**src/rtl/ram_single_frame_ctrl.sv**
```systemverilog
// Single-frame buffer controller: fills one single-port RAM with a frame of samples,
// then drains it as a valid/ready stream through a 2-entry skid FIFO.
module ram_single_frame_ctrl #(
  parameter int ADDRESS_WIDTH = 7,
  parameter int DATA_WIDTH    = 16,
  parameter int FRAME_LEN     = 2**ADDRESS_WIDTH
) (
  input  logic                     clk,
  input  logic                     rst_n,
  input  logic                     in_valid,
  output logic                     in_ready,
  input  logic [DATA_WIDTH-1:0]    in_data,
  output logic                     out_valid,
  input  logic                     out_ready,
  output logic [DATA_WIDTH-1:0]    out_data,
  output logic                     out_last,
  output logic                     busy,
  output logic                     ram_en,
  output logic                     ram_we,
  output logic [ADDRESS_WIDTH-1:0] ram_addr,
  output logic [DATA_WIDTH-1:0]    ram_di,
  input  logic [DATA_WIDTH-1:0]    ram_do
);

  localparam logic [ADDRESS_WIDTH-1:0] WR_LAST = ADDRESS_WIDTH'(FRAME_LEN - 1);
  localparam logic [ADDRESS_WIDTH:0]   RD_END  = (ADDRESS_WIDTH+1)'(FRAME_LEN);
  localparam logic [ADDRESS_WIDTH:0]   RD_LAST = (ADDRESS_WIDTH+1)'(FRAME_LEN - 1);

  typedef enum logic {FILL, DRAIN} state_t;

  state_t                   state;
  logic [ADDRESS_WIDTH-1:0] wr_ptr;
  logic [ADDRESS_WIDTH:0]   rd_ptr;
  logic [1:0]               count;
  logic                     inflight;
  logic                     inflight_last;
  logic [DATA_WIDTH-1:0]    head;
  logic                     head_last;
  logic [DATA_WIDTH-1:0]    tail;
  logic                     tail_last;

  logic accept;
  logic issue;
  logic pop;
  logic push;

  assign out_valid = (count != 2'd0);
  assign out_data  = head;
  assign out_last  = out_valid && head_last;
  assign busy      = (state == DRAIN);
  assign ram_di    = in_data;

  // A read may only issue if the word it returns is guaranteed a FIFO slot.
  always_comb begin
    accept   = (state == FILL) && in_valid && in_ready;
    pop      = out_valid && out_ready;
    push     = inflight;
    issue    = (state == DRAIN) && (rd_ptr < RD_END) &&
               (({1'b0, count} + {2'b00, inflight}) < (3'd2 + {2'b00, pop}));
    ram_en   = 1'b0;
    ram_we   = 1'b0;
    ram_addr = '0;
    if (accept) begin
      ram_en   = 1'b1;
      ram_we   = 1'b1;
      ram_addr = wr_ptr;
    end else if (issue) begin
      ram_en   = 1'b1;
      ram_addr = rd_ptr[ADDRESS_WIDTH-1:0];
    end
  end

  always_ff @(posedge clk) begin
    if (!rst_n) begin
      state         <= FILL;
      in_ready      <= 1'b0;
      wr_ptr        <= '0;
      rd_ptr        <= '0;
      count         <= '0;
      inflight      <= 1'b0;
      inflight_last <= 1'b0;
      head          <= '0;
      head_last     <= 1'b0;
      tail          <= '0;
      tail_last     <= 1'b0;
    end else begin
      inflight      <= issue;
      inflight_last <= issue && (rd_ptr == RD_LAST);
      if (issue) rd_ptr <= rd_ptr + (ADDRESS_WIDTH+1)'(1);

      if (push && pop) begin
        if (count == 2'd2) begin
          head      <= tail;
          head_last <= tail_last;
          tail      <= ram_do;
          tail_last <= inflight_last;
        end else begin
          head      <= ram_do;
          head_last <= inflight_last;
        end
      end else if (pop) begin
        head      <= tail;
        head_last <= tail_last;
        count     <= count - 2'd1;
      end else if (push) begin
        if (count == 2'd0) begin
          head      <= ram_do;
          head_last <= inflight_last;
        end else begin
          tail      <= ram_do;
          tail_last <= inflight_last;
        end
        count <= count + 2'd1;
      end

      case (state)
        FILL: begin
          in_ready <= 1'b1;
          if (accept) begin
            if (wr_ptr == WR_LAST) begin
              wr_ptr   <= '0;
              state    <= DRAIN;
              in_ready <= 1'b0;
            end else begin
              wr_ptr <= wr_ptr + ADDRESS_WIDTH'(1);
            end
          end
        end
        DRAIN: begin
          if (pop && head_last) begin
            state         <= FILL;
            in_ready      <= 1'b1;
            rd_ptr        <= '0;
            count         <= '0;
            inflight      <= 1'b0;
            inflight_last <= 1'b0;
          end
        end
        default: state <= FILL;
      endcase
    end
  end

endmodule

```
**config.mk**
```make
export PLATFORM = sky130hd
export DESIGN_NAME = ram_single_frame_ctrl
export DESIGN_NICKNAME = d
export VERILOG_FILES = /design/src/rtl/ram_single_frame_ctrl.sv
export SDC_FILE = /design/constraint.sdc
export NUM_CORES = 1
export LEC_CHECK = 0
export CELL_PAD_IN_SITES_DETAIL_PLACEMENT = 1
export CELL_PAD_IN_SITES_GLOBAL_PLACEMENT = 1
export CORE_ASPECT_RATIO = 0.9
export CORE_MARGIN = 3
export CORE_UTILIZATION = 35
export DETAILED_ROUTE_END_ITERATION = 8
export GPL_TIMING_DRIVEN = 1
export PLACE_DENSITY_LB_ADDON = 0.12
export SYNTH_ARGS = -nofsm -noshare
export SYNTH_HDL_FRONTEND = slang
export SYNTH_SLANG_ARGS = --single-unit
```
**constraint.sdc**
```tcl
create_clock -name clk -period 2.15 [get_ports clk]
set_input_delay 0.43 -clock clk [delete_from_list [all_inputs] [get_ports clk]]
set_output_delay 0.43 -clock clk [all_outputs]
set_load 0.02 [all_outputs]
```
==> metrics.txt <==
antenna violations before repair=0; f_max=418 MHz; # hold bufs at CTS=0; first-pass iteration count of the detailed router=4; IO Pins=81; Peak VDD IR=306 uV; Area Overhead vs Synth=28.1%; Design Area, Final=3670 um^2; DIE WIDTH=101 um; post-route ant nets=0; Final min period=2.39 ns; crit path kind=reg2out; EDFF count, synth=0; top cell type's share of synthesized area=0.385; Layout Cells excl Fill=479; max-cap violation count=0; vias per cell=5.44; most frequent cell after synthesis=dfxtp_1; I/O Buffers=48; CP Data Required Time=1.72 ns; slowest CP cell=or3b_4; ant diodes=0; crit path DAT=1.96 ns; num rows=30; share of post-route cells with drive strength above 1=0.188; Root Driver=clkbuf_8; fillers=919; Global Route Usage Sum=0.177; CP Cell Sequence=ha_4, ha_4, or3b_4, a21oi_4, buf_4, or2_1, buf_6; vias in the first global route=2613; clk_skew=0.00798 ns; Slew @ Worst Pin=0.679 ns; htree depth=2; pwr dens=554 nW/um^2; Setup WS post-layout=-0.240 ns; DRC viols=0; WL final=8220 um; syn_nets=376; ys flop type=dfxtp_1; TritonCTS clock tree=done; count of cell types in the netlist=47; status=complete, but fails checks; syn_area_per_cell=8.57 um^2; top cells by count, synth=55 x dfxtp_1, 48 x nand2_1, 30 x mux2i_1; die area=9300 um^2; GPL Wtd Cong=0.794; Rel. slew slack=0.547; CP max FO=4; synthesized flop and latch total=55; Hold Worst Slack=0.463 ns; Core ar.=7730 um^2; per-cell routed wire length=17.2 um; Slew Viols, Final=0; HPWL after DPL=5710 um; pre-CTS WS=-0.719 ns; final setup fails=7; Worst setup EP type=primary output; crit start category=flop; Placed Area=3480 um^2; sequential element share of the synthesized area=0.385; fraction of registers with async set/reset=0; leak pwr=1.34 nW; area leader, netlist=dfxtp_1; die height=91.8 um; Crit path max-delay family=simple AND/OR/NAND/NOR gates; Starting Density=0.370; total CTS buffers=5; placed cell count=466; Yosys warnings=0; DR vias=2604; largest net degree at the start of global routing=25; final net count=426; Synth area leaders=dfxtp_1 38%, mux2i_1 10%, nand2_1 6.3%; most frequent CP cell=ha_4; first-pass GRT wire length=13300 um; Mapped Area=2860 um^2; WP buf/inv=2; Tcrit/Tclk final=1.11; clk buf depth=2; Fin. Hold Viols=0; Clk pin slew, worst setup/hold paths=0.10 ns; Clock Latency Late Sink=0.30 ns; RSZ-0062 raised after global routing=true; Sink Count=55; max incr delay on CP=0.39 ns; failing checks=setup timing; HP Class=reg2reg; Synth Instances=334; Starting DRT DRC Count=66; Congestion Overflow GR=0
report_power, final:
part           switching (W)  internal [W]
combinational       0.000213      0.000198
clock               0.000323      0.000219
sequential         0.0000248       0.00106
total               0.000561       0.00147
worst paths after layout:
path	cells after the start	end	slack [ns]	start
max reg2reg	6	rd_ptr[4]	0.30	count[0]
min reg2reg	2	tail[6]	0.46	tail[6]
max	7	ram_en	-0.24	count[0]
min	2	tail[6]	0.46	tail[6]
cells by family after synthesis:
logic type      after synthesis  synth area share
buf+inv                      53            0.0975
flops                        55             0.385
fa+ha+maj                     6            0.0262
xor+xnor                      1           0.00306
compound gates               81             0.188
mux                          31             0.109
simple gates                107             0.191
cells in the final DEF (no fill, tap or decap), types with 3 or more instances in the layout:
cell / count
dfxtp_1: 52
nand2_1: 48
clkdlybuf4s50_1: 35
buf_4: 34
mux2i_1: 30
nand3_1: 25
o21ai_0: 25
a21oi_1: 14
a31oi_1: 12
inv_1: 9
buf_6: 9
nand3b_1: 6
a22o_1: 6
o221ai_1: 6
a211oi_1: 6
or2_2: 5
clkbuf_8: 5
or3_1: 3
ha_1: 3
dlygate4sd2_1: 3
metal layers:
metal | vias up | global-route usage | part of all wire
li1 | 1277 | - | -
met1 | 1283 | 0.254 | 0.49
met2 | 38 | 0.276 | 0.47
met3 | 6 | 0.0319 | 0.036
met4 | 0 | 0.0399 | 0.0066
met5 | - | 0 | 0
state kept, by name (all words and copies together) (netlist names):
| signal | flops |
|---|---|
| out_data | 16 |
| rd_ptr | 8 |
| inflight_last | 1 |
| inflight | 1 |
| tail | 16 |
| head_last | 1 |
| tail_last | 1 |
| in_ready | 1 |
| busy | 1 |
| wr_ptr | 7 |
| count | 2 |
worst reg2reg max path, cell delays in order, from the launching register on:
cell	delay [ns]
dfxtp_2	0.35
ha_4	0.17
ha_4	0.15
buf_4	0.13
or4bb_1	0.52
a211oi_1	0.26
mux2i_1	0.21
through the flow:
stage / power, W / setup TNS, ns / utilization
final: 0.00203 / -1.53 / 0.474
after global routing: 0.00216 / -2.05 / 0.474
after CTS: 0.00206 / -1.21 / 0.469
after detailed placement: 0.00151 / -5.93 / 0.450
after global placement: 0.00150 / -5.67 / 0.450
after floorplan: 0.00136 / 0 / -
what timing repair did:
action / in CTS / in global routing
pin swaps: 6 / 4
gates resized for setup: 65 / 3
buffers inserted: 4 / 3
setup endpoints to repair: 11 / 9
layout make-up:
cell class	instances	area (um^2)	share of cell area
Sequential cell	55	1110	0.302
Multi-Input combinational cell	226	1540	0.420
Inverter	11	41.3	0.0113
Timing Repair Buffer	85	788	0.215
Clock buffer	6	72.6	0.0198
Tap cell	96	120	0.0327
(Power assumes the default switching activity.)
